===== config.mk =====
export PLATFORM = sky130hd
export DESIGN_NAME = fs_seq_arbiter
export DESIGN_NICKNAME = d
export VERILOG_FILES = /design/src/rtl/fs_seq_arbiter.sv
export SDC_FILE = /design/constraint.sdc
export NUM_CORES = 1
export LEC_CHECK = 0
export CAP_MARGIN = 20
export CORE_ASPECT_RATIO = 0.7
export CORE_UTILIZATION = 40
export DETAILED_ROUTE_END_ITERATION = 6
export HOLD_SLACK_MARGIN = 0.03
export PLACE_DENSITY = 0.7
export SETUP_SLACK_MARGIN = 0.1
export SYNTH_ARGS = -nofsm -noshare
export SYNTH_HDL_FRONTEND = slang
export SYNTH_SLANG_ARGS = --single-unit

===== constraint.sdc =====
create_clock -name clk -period 2.4 [get_ports clk]
set_input_delay 0.48 -clock clk [delete_from_list [all_inputs] [get_ports clk]]
set_output_delay 0.48 -clock clk [all_outputs]
set_load 0.01 [all_outputs]

===== src/rtl/fs_seq_arbiter.sv =====
// Two-requester round-robin front end for a nibble-serial subtractor.
// One nibble of a - b - bin is resolved per cycle, LSB first, with the borrow carried in a flop.
module fs_seq_arbiter #(
  parameter int NIB = 4
) (
  input  logic             clk,
  input  logic             rst,
  input  logic             req0,
  input  logic [4*NIB-1:0] a0,
  input  logic [4*NIB-1:0] b0,
  input  logic             bin0,
  input  logic             req1,
  input  logic [4*NIB-1:0] a1,
  input  logic [4*NIB-1:0] b1,
  input  logic             bin1,
  output logic             gnt0,
  output logic             gnt1,
  output logic             busy,
  output logic             done,
  output logic             owner,
  output logic [4*NIB-1:0] diff,
  output logic             bout
);

  localparam int W  = 4 * NIB;
  localparam int CW = (NIB > 1) ? $clog2(NIB) : 1;

  typedef enum logic [1:0] {IDLE, CALC, DONE} state_t;

  state_t          state_q, state_d;
  logic [CW-1:0]   cnt_q, cnt_d;
  logic            brw_q, brw_d;
  logic [W-1:0]    a_q, a_d, b_q, b_d, res_q, res_d;
  logic            ptr_q, ptr_d;   // requester that wins a tie
  logic            win_q, win_d;
  logic            gnt0_q, gnt0_d, gnt1_q, gnt1_d;
  logic            busy_q, busy_d, done_q, done_d;
  logic            owner_q, owner_d, bout_q, bout_d;
  logic [W-1:0]    diff_q, diff_d;

  logic            win;
  logic [4:0]      nib_t;

  assign win   = (req0 && req1) ? ptr_q : req1;
  assign nib_t = {1'b0, a_q[3:0]} - {1'b0, b_q[3:0]} - 5'(brw_q);

  always_comb begin
    // NOTE: every variable gets a default first so no path through the case infers a latch.
    state_d = state_q;
    cnt_d   = cnt_q;
    brw_d   = brw_q;
    a_d     = a_q;
    b_d     = b_q;
    res_d   = res_q;
    ptr_d   = ptr_q;
    win_d   = win_q;
    gnt0_d  = 1'b0;
    gnt1_d  = 1'b0;
    busy_d  = busy_q;
    done_d  = 1'b0;
    owner_d = owner_q;
    diff_d  = diff_q;
    bout_d  = bout_q;

    unique case (state_q)
      IDLE: begin
        if (req0 || req1) begin
          win_d   = win;
          ptr_d   = ~win;
          a_d     = win ? a1 : a0;
          b_d     = win ? b1 : b0;
          brw_d   = win ? bin1 : bin0;
          cnt_d   = '0;
          gnt0_d  = ~win;
          gnt1_d  = win;
          busy_d  = 1'b1;
          state_d = CALC;
        end
      end
      CALC: begin
        a_d   = a_q >> 4;
        b_d   = b_q >> 4;
        brw_d = nib_t[4];
        // New nibble enters at the top; after NIB steps the LSB nibble has reached bit 0.
        res_d = W'({nib_t[3:0], res_q} >> 4);
        if (cnt_q == CW'(NIB - 1)) begin
          state_d = DONE;
          done_d  = 1'b1;
          busy_d  = 1'b0;
          diff_d  = res_d;
          bout_d  = nib_t[4];
          owner_d = win_q;
        end else begin
          cnt_d = cnt_q + 1'b1;
        end
      end
      DONE:    state_d = IDLE;
      default: state_d = IDLE;
    endcase
  end

  // NOTE: sequential state uses non-blocking assignments so all flops update from pre-edge values.
  always_ff @(posedge clk or posedge rst) begin
    if (rst) begin
      state_q <= IDLE;
      cnt_q   <= '0;
      brw_q   <= 1'b0;
      a_q     <= '0;
      b_q     <= '0;
      res_q   <= '0;
      ptr_q   <= 1'b0;
      win_q   <= 1'b0;
      gnt0_q  <= 1'b0;
      gnt1_q  <= 1'b0;
      busy_q  <= 1'b0;
      done_q  <= 1'b0;
      owner_q <= 1'b0;
      diff_q  <= '0;
      bout_q  <= 1'b0;
    end else begin
      state_q <= state_d;
      cnt_q   <= cnt_d;
      brw_q   <= brw_d;
      a_q     <= a_d;
      b_q     <= b_d;
      res_q   <= res_d;
      ptr_q   <= ptr_d;
      win_q   <= win_d;
      gnt0_q  <= gnt0_d;
      gnt1_q  <= gnt1_d;
      busy_q  <= busy_d;
      done_q  <= done_d;
      owner_q <= owner_d;
      diff_q  <= diff_d;
      bout_q  <= bout_d;
    end
  end

  assign gnt0  = gnt0_q;
  assign gnt1  = gnt1_q;
  assign busy  = busy_q;
  assign done  = done_q;
  assign owner = owner_q;
  assign diff  = diff_q;
  assign bout  = bout_q;

endmodule


======== Word-level counts from Yosys, hierarchy flattened ========
Cells that the tools add are included.
storage, ports and cells
  output and inout port bits .............. 22
  bits of input ports ..................... 70
  flip-flop bits (word level) ............. 77
  word-level logic and storage cells ...... 59
cells by class
  reduce and logical (&&, ||, !) cells .... 10
  equality and inequality tests ........... 5
  bitwise operators ....................... 1
  multiplexer cells ....................... 25
  add/sub/neg operators ................... 3
operators with widths
  operator                                                               number
  16-bit 2-to-1 mux                                                      4
  16-bit one-hot mux with 2 select lines                                 2
  1-bit 2-to-1 mux                                                       11
  2-bit 2-to-1 mux                                                       4
  2-bit one-hot mux with 2 select lines                                  2
  2-bit AND reduction                                                    4
  2-bit != test, second input constant                                   3
  3-bit AND reduction                                                    2
  4-bit by 4-bit subtractor with 5-bit output                            1
  5-bit by 1-bit subtractor with 5-bit output                            1
  1-bit one-hot mux with 2 select lines                                  2
  2-bit by 1-bit adder with 2-bit output, second input constant          1
  2-bit by 1-bit equality test with 1-bit output, second input constant  1
  2-bit equality test, second input constant                             1
  2-bit logical NOT                                                      1
  2-bit nonzero test                                                     1
  1-bit logical AND                                                      1
  1-bit logical OR                                                       1
  1-bit NOT                                                              1

======== Longest topological paths before layout ========
Gate-level depths: netlist of run 1.
  depth after elaboration ................. 5
  mapped depth ............................ 8
  mapped depth without buffers ............ 8

======== Worst setup path before layout of run 1 ========
No wires, ideal clock.
  kind .................................... flip-flop to flip-flop
  start point ............................. register brw_q
  end point ............................... register brw_q
  period minus slack after synthesis ...... 1.909 ns
  stages on the path, launching flop included .. 9
  path slack .............................. 0.491 ns
  arrival time ............................ 1.817 ns
  cells stage by stage .................... dfrtp_1 -> inv_1 -> fa_1 -> inv_1 -> fa_1 -> a21boi_1 -> or3_1 -> and3_1 -> o31ai_2
between the ends
  longest elaborated chain between the ends .. 2
ends and longest elaborated chain
  element                                      RTL line  source
  from (decl)                                  32        logic brw_q, brw_d;
  from (signal assigned)                       123       brw_q <= brw_d;
  5-bit by 1-bit subtractor with 5-bit output  45        assign nib_t = {1'b0, a_q[3:0]} - {1'b0, b_q[3:0]} - 5'(brw_q);
  1-bit one-hot mux with 2 select lines        65        unique case (state_q)
No other way between the ends.
A chain may end at the register's enable or synchronous reset.

======== Worst setup path in the final report of run 1 ========
Same ends and word-level chain as after synthesis.

==> metrics.md, run 1 <==
| Metric | Value |
|---|---|
| Status | completed |
| Io pins | slightly above 90 |
| RSZ-0062 raised after global routing | false |
| Initial antenna violation count | 0 |
| Seq/Total Area, Yosys | around 49% |
| Cell area power density | 1270 nW/um^2 |
| CORE AREA | a little under 9000 um^2 |
| Final worst path period share | between 80% and 90% |
| DP HPWL | just over 6000 um |
| Critical path capture point type | flop |
| Top_reg_cell synth | dfrtp_1 |
| Via/cell ratio | 5.01 |
| Resize count post-CTS | 0 |
| Setup violators final | 0 |
| R2R cell count | 8 |
| Period minus WS final | between 2 and 2.5 ns |
| Clock skew | approximately 0.0088 ns |
| Post-synth ARST share | 100% |
| Post-Syn Area | between 3000 and 4000 um^2 |
| First-pass GRT wire length | between 10000 and 15000 um |
| Root buffer cell | clkbuf_16 |
| Hold Vio Cnt, Final | 0 |
| Crit start category | flop |
| Hold endpoint | res_q[7]$_DFFE_PP0P_ |
| Worst relative slew slack | 58.0% |
| Slew Viols, Final | 0 |
| GRT Overall Usage | between 10% and 20% |
| Post-Place Cells | 549 |
| Cts hold-fix bufs | 0 |
| R2r setup slk | ~0.36 ns |
| Starting DRC count in detailed routing | approximately 160 |
| Max Cap Viol | 0 |
| Antenna-violating nets left | 0 |
| Maximum clock insertion buffer count | 2 |
| H-tree Lvls | 3 |
| Number of diodes | 0 |
| Width of the die | 117 um |
| Worst Hold Class | reg2reg |
| Initial Utilization | between 40 and 50% |
| TritonCTS clock tree | built |
| Post-CTS setup buffer count | 0 |
| Synth area leaders | dfrtp_1 (49%), nand2_1 (6.9%), and3_1 (4.2%) |
| Mapped Cells | approximately 360 |
| PortBufs | 91 |
| Syn_area_per_cell | 10.4 um^2 |
| Nets | about 520 |
| End of the worst register-to-register path | brw_q$_DFFE_PP0P_ |
| Critical Path Slowest Stage Cell | fa_1 |
| Largest net degree at the start of global routing | 74 |
| Synthesized flop and latch total | 73 |
| Grt ovf | 0 |
| Die area | ~9600 um^2 |
| Worst Hold Depth | 2 |
| Worst Tran Pin Value | roughly 0.63 ns |
| Critical path peak fanout | 2 |
| Clock-pin slew on the worst setup and hold paths | around 0.050 ns |
| Critical Path Max Stage Delay | 0.44 ns |
| Setup CP Type | reg2reg |
| Filler instances | between 700 and 800 |
| FP Rows | 28 |
| Cell taking the most area after synthesis | dfrtp_1 |
| Drt pass-1 iters | 5 |
| Worst skew pair latency | about 0.33 ns |
| Worst EP required | roughly 2.6 ns |
| Worst vdd ir | approximately 0.00054 V |
| Vias in the first global route | slightly below 3000 |
| Max Fclk | just under 500 MHz |
| Gpl congestion | 0.776 |
| Library cells used by synthesis | 38 |
| Critical Path AT | between 2 and 2.5 ns |
| Final Non-Filler Cells | 563 |
| Yosys warns | 0 |
| Worst R2R Start | brw_q$_DFFE_PP0P_ |
| Syn_nets | about 440 |
| CP cell instances | inv_1 > fa_1 > inv_1 > fa_1 > a21boi_1 > or3_1 > and3_1 > o31ai_2 |
| Post-synth EDFFs | 0 |
| Layout cells sized above 1 | 13.5% |
| CTS sink cnt | 73 |
| Top-area cell type share of the netlist area | between 40% and 50% |
| WL final | roughly 8700 um |
| Setup TNS | 0 ns |
| Drt wl/cell | approximately 15 um |
| Drc violations | 0 |
| HP Start | res_q[7]$_DFFE_PP0P_ |
| Die Y | ~82 um |
| CTS Buf Count | 9 |
| Synth-to-layout area growth | 34.3% |
| Leak | approximately 2.2 nW |
| Routed vias | around 2800 |
==> report_power, final <==
| part | switching, mW | internal (mW) | total [mW] |
|---|---|---|---|
| Clock | 0.465 | 0.713 | 1.18 |
| Sequential | 0.334 | 1.81 | 2.14 |
| Combinational | 1.54 | 1.42 | 2.96 |
==> final cells by class <==
class / count / area (um^2) / share of cell area, %
sequential: 73 / 1830 / 36.8
multi-input combinational: 242 / 1650 / 33.2
timing repair buffer: 100 / 1020 / 20.5
clock buffer: 11 / 243 / 4.89
tap: 120 / 150 / 3.03
inverter: 14 / 56.3 / 1.14
clock inverter: 3 / 18.8 / 0.378
==> metal layers <==
metal / vias to the layer above / part of all wire [%] / GRT usage [%]
met3: 4 / 5.2 / 5.69
met1: 1353 / 49 / 28.5
met5: - / 0 / 0
met4: 0 / 0.49 / 3.67
met2: 69 / 45 / 29.5
li1: 1397 / - / -
==> worst max-delay path by stage <==
stage / start / to / slack [ns] / cells after the start
finish: brw_q$_DFFE_PP0P_ / brw_q$_DFFE_PP0P_ / 0.36 / 8
global route: brw_q$_DFFE_PP0P_ / brw_q$_DFFE_PP0P_ / 0.22 / 8
CTS: brw_q$_DFFE_PP0P_ / brw_q$_DFFE_PP0P_ / 0.34 / 8
detailed placement: req0 / a_q[0]$_DFFE_PP0P_ / 0.05 / 5
global placement: req0 / a_q[0]$_DFFE_PP0P_ / 0.12 / 5
floorplan: brw_q$_DFFE_PP0P_ / brw_q$_DFFE_PP0P_ / 0.49 / 8
==> flip-flops by register name, indices dropped and copies added, names as in the netlist, 2 cells and up <==
signal   flops
diff        16
b_q         16
a_q         16
cnt_q        2
res_q       12
state_q      2
==> cell usage in the layout (no fill, tap or decap), types with 2 or more instances in the layout <==
cell / n
clkdlybuf4s50_1: 91
dfrtp_1: 73
nand2_1: 68
and3_1: 25
nor2b_1: 24
o21ai_0: 17
a211oi_1: 16
o31ai_1: 16
mux2_2: 13
inv_1: 12
o31ai_2: 9
clkbuf_16: 9
mux2i_1: 8
a211oi_2: 8
ha_1: 7
buf_4: 6
a21oi_1: 4
nor2_1: 3
o21ai_1: 3
buf_12: 3
nand2b_1: 2
a21o_1: 2
nand3b_1: 2
xnor2_1: 2
fa_1: 2
clkinv_2: 2
==> cells by family after synthesis <==
logic type	Yosys count	share of synthesized area, %
AO/OA/AOI/OAI	79	16.8
adder cells (fa/ha/maj)	9	3.46
flip-flops	73	49.5
AND/OR/NAND/NOR	130	17.4
buffers and inverters	41	6.03
XOR/XNOR	3	0.712
multiplexers	21	6.13
==> Yosys cell counts, types with 2 or more instances <==
master     n
a211oi_1  16
a211oi_2   8
a21o_1     2
a21oi_1    4
and3_1    25
buf_2      7
buf_4      4
buf_6      6
clkbuf_1   9
dfrtp_1   73
fa_1       2
ha_1       7
inv_1     13
mux2_2    13
mux2i_1    8
nand2_1   68
nand2b_1   2
nand3b_1   2
nor2_1     3
nor2b_1   24
o21ai_0   17
o21ai_1    3
o31ai_1   16
o31ai_2    9
xnor2_1    2
==> critical path: cells and delay by family (launching register included) <==
kind | cells | cell delay, ns
compound gates | 2 | 0.29
fa+ha+maj | 2 | 0.64
buf+inv | 2 | 0.15
flops | 1 | 0.34
simple gates | 2 | 0.54
==> through the flow <==
stage | area, um^2 | utilization (%) | power (mW) | hold slack (ns) | setup slack (ns)
after global routing | 4960 | 57.1 | 6.81 | 0.493 | 0.222
after detailed placement | 4700 | 54.1 | 5.14 | 0.458 | 0.0453
final | 4960 | 57.1 | 6.28 | 0.470 | 0.361
after CTS | 4960 | 57.1 | 6.35 | 0.470 | 0.337
after global placement | 4700 | 54.1 | 5.02 | 0.450 | 0.116
after floorplan | 3700 | - | 4.16 | 0.440 | 0.491
Power figures use the tool's default switching activity.
==> run 2: changes to the inputs <==
- PLACE_DENSITY: 0.7 -> 0.67
- clock period: 2.4 -> 2.1 ns (I/O delays scaled with it)
==> metrics.md, run 2 (same netlist as run 1, synthesis figures left out) <==
| Metric | Value |
|---|---|
| Max Fclk | approximately 520 MHz |
| Starting DRC count in detailed routing | 160 |
| Via/cell ratio | between 4 and 5 |
| Grt ovf | 0 |
| Hold slack | ~0.37 ns |
| Hold Vio Cnt, Final | 0 |
| Drt pass-1 iters | 4 |
| Filler instances | approximately 800 |
| Antenna-violating nets left | 0 |
| Setup TNS | 0 ns |
| CORE AREA | between 8000 and 9000 um^2 |
| Final worst path period share | about nine tenths |
| Gpl congestion | between 0.8 and 0.9 |
| Setup violators final | 0 |
| GRT Overall Usage | 19.1% |
| Die Y | 82.4 um |
| Most frequent cells in the layout | clkdlybuf4s50_1 (91), dfrtp_1 (73), nand2_1 (68), and3_1 (24), nor2b_1 (24) |
| TritonCTS clock tree | built |
| FP Rows | 28 |
| Commonest non-fill, non-tap cell in the layout | clkdlybuf4s50_1 |
| Synth-to-layout area growth | 39.0% |
| RSZ-0062 raised after global routing | true |
| Leak | about 2.3 nW |
| Period minus WS final | 1.93 ns |
| Maximum clock insertion buffer count | 2 |
| Width of the die | roughly 120 um |
| Vias in the first global route | 2844 |
| Crit-path leading delay family | adder cells |
| Slew Viols, Final | 0 |
| Max Cap Viol | 0 |
| Number of diodes | 0 |
| Worst vdd ir | between 0.0006 and 0.0007 V |
| Layout cells sized above 1 | between 10% and 20% |
| Initial Utilization | a little over two fifths |
| Drt wl/cell | ~15 um |
| WL final | about 8600 um |
| Nets | approximately 530 |
| Post-layout util | between 50% and 60% |
| Critical Path AT | about 2.2 ns |
| CTS sink cnt | between 70 and 80 |
| CP cell instances | inv_2 > fa_2 > inv_2 > fa_2 > a21boi_2 > or3_4 > and3_4 > o31ai_2 |
| Worst setup margin | ~0.17 ns |
| Critical Path Slowest Stage Cell | fa_2 |
| PortBufs | 91 |
| Worst EP required | approximately 2.3 ns |
| CP Buf/Inv Count | 2 |
| Critical path capture point type | flop |
| Crit start category | flop |
| Worst relative slew slack | 58.1% |
| Cell area power density | between 1500 and 2000 nW/um^2 |
| DP HPWL | 6080 um |
| Pre-CTS WS | between 0.04 and 0.05 ns |
| CTS Buf Count | 9 |
| Critical Path Max Stage Delay | 0.39 ns |
| Drc violations | 0 |
| Io pins | between 90 and 100 |
| H-tree Lvls | 3 |
| Worst Tran Pin Value | 0.629 ns |
| Routed vias | about 2900 |
| Clock skew | 0.00484 ns |
| First-pass GRT wire length | ~14000 um |
| Die area | between 9000 and 10000 um^2 |
| Largest net degree at the start of global routing | 66 |
| Status | completed |
| Root buffer cell | clkbuf_16 |
| Initial antenna violation count | 0 |
| Critical path peak fanout | 2 |
| Worst Hold Class | in2async |
| Worst skew pair latency | around 0.33 ns |
| Setup CP Type | reg2reg |
| Clock-pin slew on the worst setup and hold paths | ~0.050 ns |
## run 2: worst paths after layout
check / depth (start not counted) / slack [ns] / end / from
max in group asynchronous: 3 / 1.16 / a_q[14]$_DFFE_PP0P_ / rst
worst min register to register: 2 / 0.47 / res_q[6]$_DFFE_PP0P_ / res_q[6]$_DFFE_PP0P_
min in group clk: 2 / 0.47 / res_q[6]$_DFFE_PP0P_ / res_q[6]$_DFFE_PP0P_
worst max-delay path: 8 / 0.17 / brw_q$_DFFE_PP0P_ / brw_q$_DFFE_PP0P_
worst max register to register: 8 / 0.17 / brw_q$_DFFE_PP0P_ / brw_q$_DFFE_PP0P_
worst min-delay path: 2 / 0.37 / ptr_q$_DFFE_PP0P_ / rst
## run 2: worst reg2reg max path: stages, from the launching register on
cell      delay (ns)
dfrtp_1         0.36
inv_2           0.05
fa_2            0.39
inv_2           0.07
fa_2            0.20
a21boi_2        0.06
or3_4           0.33
and3_4          0.19
o31ai_2         0.20
## run 2: final cells by class
cell class              instances  area [um^2]  area share [%]
well taps                     120          150            2.92
clock buffers                  12          267            5.19
clock inverters                 4         73.8            1.44
inverters                      14         56.3            1.10
flip-flops and latches         73         1830            35.6
repair buffers                106         1060            20.7
multi-input cells             242         1700            33.1
## run 2: metal layers
layer	track usage [%]	share of wire [%]	vias up
li1	-	-	1404
met1	26.9	49	1366
met2	28.4	45	80
met3	5.33	5.8	4
met4	6.33	0.41	0
met5	0	0	-
## run 2: stage by stage
step                      std cells  total power [mW]  cell area, um^2
final                           571              7.87             5130
after global routing            571              8.45             5130
after CTS                       571              7.80             5110
after detailed placement        552              5.88             4720
after global placement          552              5.74             4720
after floorplan                 356              4.76             3700
## run 2: power breakdown
group | leakage [nW] | internal [mW] | switching [mW]
logic | 1.21 | 1.87 | 1.86
registers | 0.914 | 2.07 | 0.387
clock network | 0.169 | 1.14 | 0.550
## run 2: what timing repair did
item                       in CTS  in global routing
setup endpoints to repair       1                  4
buffers inserted                3                  0
pin swaps                       6                  5
resized for setup               8                  8
hold buffers                    0                  0
hold endpoints to repair        0                  0
==> run 3: changes to the inputs <==
- CTS_CLUSTER_DIAMETER: default -> 50
- GPL_TIMING_DRIVEN: default -> 0
- SETUP_SLACK_MARGIN: 0.1 -> default
==> metrics.md, run 3 (same netlist as run 1, synthesis figures left out) <==
| Metric | Value |
|---|---|
| Status | completed |
| R2R cell count | 8 |
| Die area | 9630 um^2 |
| Maximum clock insertion buffer count | 2 |
| Leak | about 2.3 nW |
| Grt ovf | 0 |
| Cell area power density | between 1000 and 1500 nW/um^2 |
| Worst Tran Pin Value | 0.842 ns |
| Crit-path leading delay family | simple AND/OR/NAND/NOR gates |
| GR Util met1 | between 20 and 30% |
| Hold endpoint | ptr_q$_DFFE_PP0P_ |
| Antenna-violating nets left | 0 |
| Initial antenna violation count | 0 |
| Sw Share | a little under two fifths |
| FP Rows | 28 |
| Met3 Usage GRT | under 10% |
| Post-layout util | about three fifths |
| Largest net degree at the start of global routing | 39 |
| Setup CP Type | reg2reg |
| Starting DRC count in detailed routing | ~170 |
| Critical Path Max Stage Delay | 0.38 ns |
| Worst R2R Start | a_q[3]$_DFFE_PP0P_ |
| Worst Hold Class | reg2reg |
| Io pins | 92 |
| Number of diodes | 0 |
| Drt pass-1 iters | 4 |
| Commonest non-fill, non-tap cell in the layout | clkdlybuf4s50_1 |
| Most frequent cells in the layout | clkdlybuf4s50_1 (91), dfrtp_1 (73), nand2_1 (68), and3_1 (25), nor2b_1 (24) |
| Crit start category | flop |
| Switching pwr | approximately 2.8 mW |
| PortBufs | 91 |
| Hold Vio Cnt, Final | 0 |
| Final worst path period share | roughly 94% |
| CTS sink cnt | 73 |
| Initial Utilization | approximately 43% |
| Worst EP required | between 2 and 2.5 ns |
| HP Start | ptr_q$_DFFE_PP0P_ |
| Critical Path AT | ~2.2 ns |
| TritonCTS clock tree | built |
| Critical path capture point type | flop |
| Clock skew | ~0.0047 ns |
| Worst skew pair latency | 0.33 ns |
| Met2 GRT Util | just under 30% |
| Most used cell, CP | inv_1 |
| Max Fclk | between 500 and 600 MHz |
| Period minus WS final | a little under 2 ns |
| Pre-CTS WS | -0.0753 ns |
| End of the worst register-to-register path | brw_q$_DFFE_PP0P_ |
| Clk pwr share | a little under 20% |
| Drc violations | 0 |
| Drt wl/cell | 15.2 um |
| CTS Buf Count | 9 |
| Worst setup margin | roughly 0.12 ns |
| Clock-pin slew on the worst setup and hold paths | roughly 0.06 ns |
| Layout cells sized above 1 | 15.8% |
| GRT Overall Usage | about a fifth |
| CP Buf/Inv Count | 2 |
| Critical Path Slowest Stage Cell | dfrtp_1 |
| Critical path peak fanout | 2 |
| Final instance area | around 5000 um^2 |
| Synth-to-layout area growth | 38.1% |
| Nets | ~540 |
| Max Cap Viol | 0 |
| Post-CTS setup buffer count | 0 |
| H-tree Lvls | 3 |
| First-pass GRT wire length | roughly 14000 um |
| Filler instances | between 700 and 800 |
| Root buffer cell | clkbuf_16 |
| Gate power share | between 40% and 50% |
| RSZ-0062 raised after global routing | false |
| DP HPWL | about 6700 um |
| Share of power burned in registers | approximately 32% |
| Slew Viols, Final | 0 |
| Multi-input logic area | about 1700 um^2 |
| Worst vdd ir | about 0.00056 V |
| Die Y | just over 80 um |
| R2r setup slk | 0.12 ns |
| CP cell instances | inv_1 > ha_1 > inv_1 > ha_4 > a21boi_1 > or3_1 > and3_1 > o31ai_2 |
| Internal | about 4.8 mW |
| Routed vias | between 2000 and 3000 |
| Seq. cell area | 1830 um^2 |
| Post-DP Area | roughly 4800 um^2 |
| Gpl congestion | between 0.7 and 0.8 |
| Grt peak-use layer | met1 |
| CORE AREA | approximately 8700 um^2 |
| WL final | roughly 8900 um |
| Via/cell ratio | roughly 5 |
| Worst Hold Depth | 1 |
| Width of the die | between 100 and 150 um |
| Vias in the first global route | around 2800 |
| Worst relative slew slack | a little over two fifths |
| Setup violators final | 0 |
==> run 3: changes by cell type in the layout (fill, tap and decap cells not counted), sizes merged <==
cell / delta
clkinv: -1
clkinvlp: +2
bufinv: -1
buf: +4
clkbuf: +8
==> run 3: area by class of cell <==
class / count / area share, %
flip-flops and latches: 73 / 35.8
multi-input cells: 242 / 32.7
repair buffers: 92 / 18.3
clock buffers: 11 / 4.76
plain buffers: 27 / 3.34
well taps: 120 / 2.94
inverters: 14 / 1.10
clock inverters: 4 / 1.05
==> run 3: worst max path at each step <==
stage	cells past startpoint	to	slack, ns	from
finish	8	brw_q$_DFFE_PP0P_	0.12	a_q[3]$_DFFE_PP0P_
global placement	6	a_q[6]$_DFFE_PP0P_	-0.02	req1
global route	8	brw_q$_DFFE_PP0P_	0.005	brw_q$_DFFE_PP0P_
CTS	8	brw_q$_DFFE_PP0P_	0.08	brw_q$_DFFE_PP0P_
floorplan	8	brw_q$_DFFE_PP0P_	0.19	brw_q$_DFFE_PP0P_
detailed placement	6	a_q[2]$_DFFE_PP0P_	-0.08	req1
==> run 3: timing repair <==
action / 4_1_cts / 5_1_grt
gates resized for setup: 0 / 5
hold buffers: 0 / 0
endpoints found under the setup margin: 0 / 3
==> run 3: power groups by stage <==
| stage | clock network (mW) | registers (mW) | logic (mW) |
|---|---|---|---|
| 6_report | 1.50 | 2.46 | 3.64 |
| 5_1_grt | 1.59 | 2.53 | 4.04 |
| 4_1_cts | 1.53 | 2.46 | 3.55 |
| 3_5_place_dp | 0 | 2.48 | 3.51 |
| 3_3_place_gp | 0 | 2.46 | 3.39 |
| 2_1_floorplan | 0 | 2.45 | 2.31 |
==> run 3: routing by layer <==
layer  part of all wire, %  up-vias
li1                      -     1429
met1                    51     1402
met2                    43       74
met3                   5.6        6
met4                  0.54        0
met5                     0        -
==> run 3: through the flow <==
step	power, mW	hold WS (ns)	std cells	setup TNS, ns
after CTS	7.53	0.471	583	0
after detailed placement	5.98	0.458	568	-0.465
after global placement	5.85	0.451	567	-0.169
after global routing	8.16	0.480	583	0
after floorplan	4.76	0.440	356	0
final	7.60	0.468	583	0
